==> src/rtl/counter_pkg.sv <==
// counter_pkg: state encoding shared by the loadable up and down counters
package counter_pkg;
  localparam logic [0:0] ST_IDLE = 1'b0;
  localparam logic [0:0] ST_RUN  = 1'b1;
endpackage

==> src/rtl/reload_down_timer.sv <==
// reload_down_timer: loadable down-counting timer with terminal-count pulse and optional auto-reload
module reload_down_timer
  import counter_pkg::*;
#(
  parameter int WIDTH = 8
) (
  input  logic             clk,
  input  logic             rst,
  input  logic             load,
  input  logic [WIDTH-1:0] load_val,
  input  logic             start,
  input  logic             stop,
  input  logic             en,
  input  logic             auto_reload,
  output logic [WIDTH-1:0] count,
  output logic             tc,
  output logic             busy
);
  logic [0:0]       state, state_nx;
  logic [WIDTH-1:0] reload_ff, reload_nx, count_nx;
  logic             tc_nx, zero, run, fire, rearm;
  // next state/count/reload with priority load > stop > start > run update
  always_comb begin
    zero      = count == '0;
    run       = state == ST_RUN;
    fire      = run && en && zero && !load && !stop && !start;
    rearm     = auto_reload && reload_ff != '0;
    state_nx  = (load || stop) ? ST_IDLE : start ? ST_RUN : (fire && !rearm) ? ST_IDLE : state;
    count_nx  = load ? load_val : stop ? count : start ? reload_ff :
                (run && en) ? (zero ? (rearm ? reload_ff : count) : count - 1'b1) : count;
    reload_nx = load ? load_val : reload_ff;
    tc_nx     = fire;
  end
  // state, count, reload and tc registers
  always_ff @(posedge clk) begin
    if (rst) begin
      state     <= ST_IDLE;
      count     <= '0;
      reload_ff <= '0;
      tc        <= 1'b0;
    end else begin
      state     <= state_nx;
      count     <= count_nx;
      reload_ff <= reload_nx;
      tc        <= tc_nx;
    end
  end
  assign busy = state == ST_RUN;
endmodule

==> config.mk <==
export PLATFORM = sky130hd
export DESIGN_NAME = reload_down_timer
export DESIGN_NICKNAME = d
export VERILOG_FILES = /design/src/rtl/counter_pkg.sv /design/src/rtl/reload_down_timer.sv
export SDC_FILE = /design/constraint.sdc
export NUM_CORES = 1
export LEC_CHECK = 0
export CORE_MARGIN = 1.5
export CORE_UTILIZATION = 40
export DETAILED_ROUTE_END_ITERATION = 8
export GPL_TIMING_DRIVEN = 0
export PLACE_DENSITY_LB_ADDON = 0.05
export REMOVE_ABC_BUFFERS = 1
export SKIP_CTS_REPAIR_TIMING = 1
export SLEW_MARGIN = 20
export SYNTH_ARGS = -nofsm -noshare
export SYNTH_HDL_FRONTEND = slang
export SYNTH_SLANG_ARGS = --single-unit
==> constraint.sdc <==
create_clock -name clk -period 2.55 [get_ports clk]
set_input_delay 0.765 -clock clk [delete_from_list [all_inputs] [get_ports clk]]
set_output_delay 0.765 -clock clk [all_outputs]
set_load 0.03 [all_outputs]
# After elaboration in Yosys (flattened, before gate mapping)
# Cells that the tools add are included.
[totals] reg_bits=18 input_bits=15 output_inout_bits=10 word_cells=33
[op_classes] n_addsub=1 eq_ne=2 muxes=8 reduce_logical=18
[ops] operator="8-bit 2-to-1 mux" count=6
[ops] operator="8-bit zero test" count=1
[ops] operator="8-bit nonzero test" count=1
[ops] operator="8-bit by 1-bit subtractor with 8-bit output (second input constant)" count=1
[ops] operator="1-bit logical AND" count=7
[ops] operator="1-bit zero test" count=4
[ops] operator="4-bit by 3-bit inequality test with 1-bit output (second input constant)" count=1
[ops] operator="3-bit AND reduction" count=1
[ops] operator="3-bit nonzero test" count=1
[ops] operator="1-bit 2-to-1 mux" count=2
[ops] operator="2-bit inequality test (second input constant)" count=1
[ops] operator="2-bit nonzero test" count=1
[ops] operator="2-bit OR reduction" count=1
[ops] operator="1-bit logical OR" count=1

# Depth between registers and ports, before layout
[depth] ltp_word=8 depth_mapped=8

# Worst setup path after synthesis
# OpenSTA, ideal clock, no wires.
[synth_path] path_type="reg2reg" startpoint="register count[0]" endpoint="register count[4]" setup_ns=0.133 arrival_ns=1.900 required_time_ns=2.417 setup_slack_ns=0.517 stages_incl_launch_ff=8 n_path_buf=0 period_less_slack_ns=2.033 cell_sequence="dfxtp_1 -> inv_1 -> ha_1 -> or3b_2 -> o21ba_4 -> or3_1 -> nand4_1 -> a31oi_1"
[synth_via] elab_chain_len=6 word_cells_on_any_way=9 classes_between="add/sub: 1; eq/ne: 1; mux: 5; reduce/logical: 2"
[synth_rtl] element="start, declared" line="reload_down_timer.sv:15" source="output logic [WIDTH-1:0] count,"
[synth_rtl] element="start signal, assigned" line="reload_down_timer.sv:43" source="count <= count_nx;"
[synth_rtl] element="8-bit by 1-bit subtractor with 8-bit output / 8-bit zero test (equally long branches)" line="reload_down_timer.sv:30, reload_down_timer.sv:24"
[synth_rtl] element="8-bit 2-to-1 mux (2 in series)" line="reload_down_timer.sv:30" source="(run && en) ? (zero ? (rearm ? reload_ff : count) : count - 1'b1) : count;"
[synth_rtl] element="8-bit 2-to-1 mux (3 in series)" line="reload_down_timer.sv:29" source="count_nx = load ? load_val : stop ? count : start ? reload_ff :"
# Parallel ways exist; a longest one is shown, timed or not. The select of a mux whose other input is x is not followed.
# A chain may end at the register's enable or synchronous reset.

# Final worst setup path
[layout_path] startpoint="input port start" endpoint="register count[2]"
[layout_via] elab_chain_len=3 word_cells_on_any_way=6 classes_between="eq/ne: 1; mux: 3; reduce/logical: 2"
[layout_rtl] element="start, declared" line="reload_down_timer.sv:11" source="input logic start,"
[layout_rtl] element="8-bit 2-to-1 mux (3 in series)" line="reload_down_timer.sv:29"
# Parallel ways exist; a longest one is shown, timed or not. The select of a mux whose other input is x is not followed.

==> flow_summary_export.csv <==
group,metric,value,unit
status,status,"complete, no violations",
die,area_of_the_placeable_core,0.002455,mm^2
finish,layout.nets,171,
yosys,synth_async_sr_flop_share,0,
yosys,synth_area_leaders,"dfxtp_1, nand2_1, a31oi_1",
placed_design,gp_congestion,0.8871,
global_routing,grt.overflow.total,0,
min_path,timing.hold.worst.class,"flip-flop to flip-flop",
finish,antenna_cells_inserted,0,
clocking,cts_tree,"built",
route,routedWlPerCell,13.77,um
global_routing,grt_max_degree,19,
timing,worst_slew_margin_rel,0.5430,
yosys,synth_area_per_cell,7.677,um^2
yosys,synth.distinct_cells,37,
route,drt-initial-drc-count,26,
placed_design,detailed_place_hpwl,1.773,mm
global_routing,grt.met3_usage,0.05932,
route,dr_total_vias,1028,
timing,setup-violations-final,0,
timing,skew,0.002575,ns
timing,fmax,0.4247,GHz
clocking,numCtsBuffers,3,
critical_path,critical_path_required,2.76,ns
pwr,total_leakage_power,0.4709,nW
die,initial_utilization,0.4159,
placed_design,placed_area,0.001246,mm^2
die,fp.dieH,53.52,um
clocking,clk_pin_slew,0.11,ns
yosys,ys.warnings.count,0,
global_routing,use_met2,0.3169,
yosys,synth_cells,133,
placed_design,numPlacedInstances,179,
clocking,tritoncts_num_sinks,18,
global_routing,wire_length_of_the_first_global_routing_pass,4.050,mm
route,route.detailed.vias_per_inst,5.617,
global_routing,grt_pass1_vias,927,
yosys,synth_area,0.001021,mm^2
critical_path,crit_path_end_kind,"flip-flop",
critical_path,cp_data_arrival_time,2.57,ns
timing,timing_hold_violations_final,0,
critical_path,timing_worst_setup_path_type,"input pin to flip-flop",
die,io_pins,25,
pwr,fin_total_pwr,735.6,uW
die,fp.dieW,53.52,um
global_routing,grt_use_met1,0.2586,
placed_design,pre_cts_ws,-1.018,ns
finish,finish.instance_area,0.001284,mm^2
critical_path,critical_path.max_fanout,11,
finish,fin_cells,183,
clocking,cts-htree-levels,1,
clocking,worst_skew_pair.late_latency,0.30,ns
timing,whs,0.4919,ns
timing,timing_worst_slew_pin_value,0.6833,ns
die,die-area,0.002864,mm^2
critical_path,timing.critical_path.from_type,"input pin",
finish,layout_common_cells,"clkdlybuf4s50_1, nand2_1, dfxtp_1",
route,postRouteWirelength,2.519,mm
die,standard_cell_rows,18,
pwr,max-vdd-ir-drop,0.0003381,V
yosys,synth-main-ff-cell,"dfxtp_1",
global_routing,antenna_found_initial,0,
yosys,synthDominantCellAreaShare,0.3529,
global_routing,grt_most_used_layer,"met2",
yosys,synth_enable_flop_cells,0,
route,detail_route.first_pass.iterations,4,
placed_design,port_buffers,24,
clocking,cts_root_buf,"clkbuf_4",
critical_path,setup.reg_to_reg.worst_slack,0.40,ns
finish,drive_gt1_frac,0.07843,
route,detail-route-antenna-nets,0,
yosys,synth-seq-cells,18,
timing,layout_min_cycle_time,2.355,ns
clocking,clk_path_buf_depth,2,
timing,finalCritPeriodShare,0.9234,
yosys,synth_area_leader_cell,"dfxtp_1",
flow_run,max_cap_viol_count,0,
timing,final.setup.worst_slack,0.1953,ns
global_routing,grt_usage,0.1999,
yosys,yosysSeqAreaShare,0.3529,
route,drc_violations_left,0,
timing,drv_slew,0,
timing,grt_setup_unrepaired,"false",
finish,areaGrowthSynthToFinish,25.74,%
pwr,power-per-cell-area,573.0,mW/mm^2
finish,layout_commonest_cell,"clkdlybuf4s50_1",
-- cell families (layout without fill, tap and decap cells) --
kind of cell | after synthesis | after routing | synth area share
buffers and inverters | 13 | 33 | 0.06984
adders and majority gates | 2 | 2 | 0.02451
AOI/OAI and AO/OA | 38 | 38 | 0.2512
muxes | 1 | 1 | 0.009804
and+or+nand+nor | 59 | 59 | 0.2745
DFF | 18 | 18 | 0.3529
xor gates and xnor gates | 2 | 2 | 0.01716
-- stage by stage --
stage	util	setup TNS (ns)
after floorplan	-	0
after global placement	0.5076	-6.414
after detailed placement	0.5076	-6.197
after CTS	0.5224	-4.094
after global routing	0.5229	0
final	0.5229	0
-- cell usage after synthesis (2+ instances only) --
| master | count |
|---|---|
| nand2_1 | 22 |
| dfxtp_1 | 18 |
| nor2_1 | 14 |
| a21oi_1 | 10 |
| a31oi_1 | 9 |
| inv_1 | 5 |
| nand3_1 | 5 |
| nor3_1 | 5 |
| a311oi_1 | 4 |
| clkbuf_1 | 4 |
| buf_6 | 3 |
| o211ai_1 | 3 |
| ha_1 | 2 |
| nor2b_1 | 2 |
| nor4_1 | 2 |
| o21ai_0 | 2 |
| o21ai_1 | 2 |
| or4_1 | 2 |
-- path summary, 6_finish.rpt --
check / from / to / depth (start not counted)
setup / recovery: start / count[2] / 6
hold / removal: reload_ff[0] / reload_ff[0] / 2
setup reg to reg: count[0] / count[1] / 7
hold reg to reg: reload_ff[0] / reload_ff[0] / 2
-- critical path, stage by stage --
cell and delay (ns):
clkdlybuf4s50_1 0.63, nor2_1 0.14, a22o_1 0.24, a31oi_2 0.45, nor2_1 0.08, a311oi_1 0.25
-- routing by layer --
| metal | routed length (um) | vias up |
|---|---|---|
| met5 | 0 | - |
| met4 | 40 | 0 |
| met3 | 140 | 4 |
| met2 | 1058 | 27 |
| met1 | 1279 | 474 |
| li1 | - | 523 |
-- registers in the layout, indices dropped and copies added (netlist names) --
signal,cells
busy,1
count,8
reload_ff,8
tc,1
-- where the power goes --
group          switching, mW  total (mW)  internal [mW]
sequential            0.0248       0.326          0.301
clock                 0.0974       0.185         0.0872
combinational          0.125       0.225          0.100
total                  0.247       0.736          0.488
-- area by class of cell --
type | instances | area [um^2]
fill | 280 | 1171
multi-input combinational | 102 | 595.6
sequential | 18 | 360.3
timing repair buffer | 24 | 235.2
tap | 30 | 37.54
clock buffer | 4 | 36.28
inverter | 5 | 18.77
Note: power is estimated with default switching activity, not from simulation.
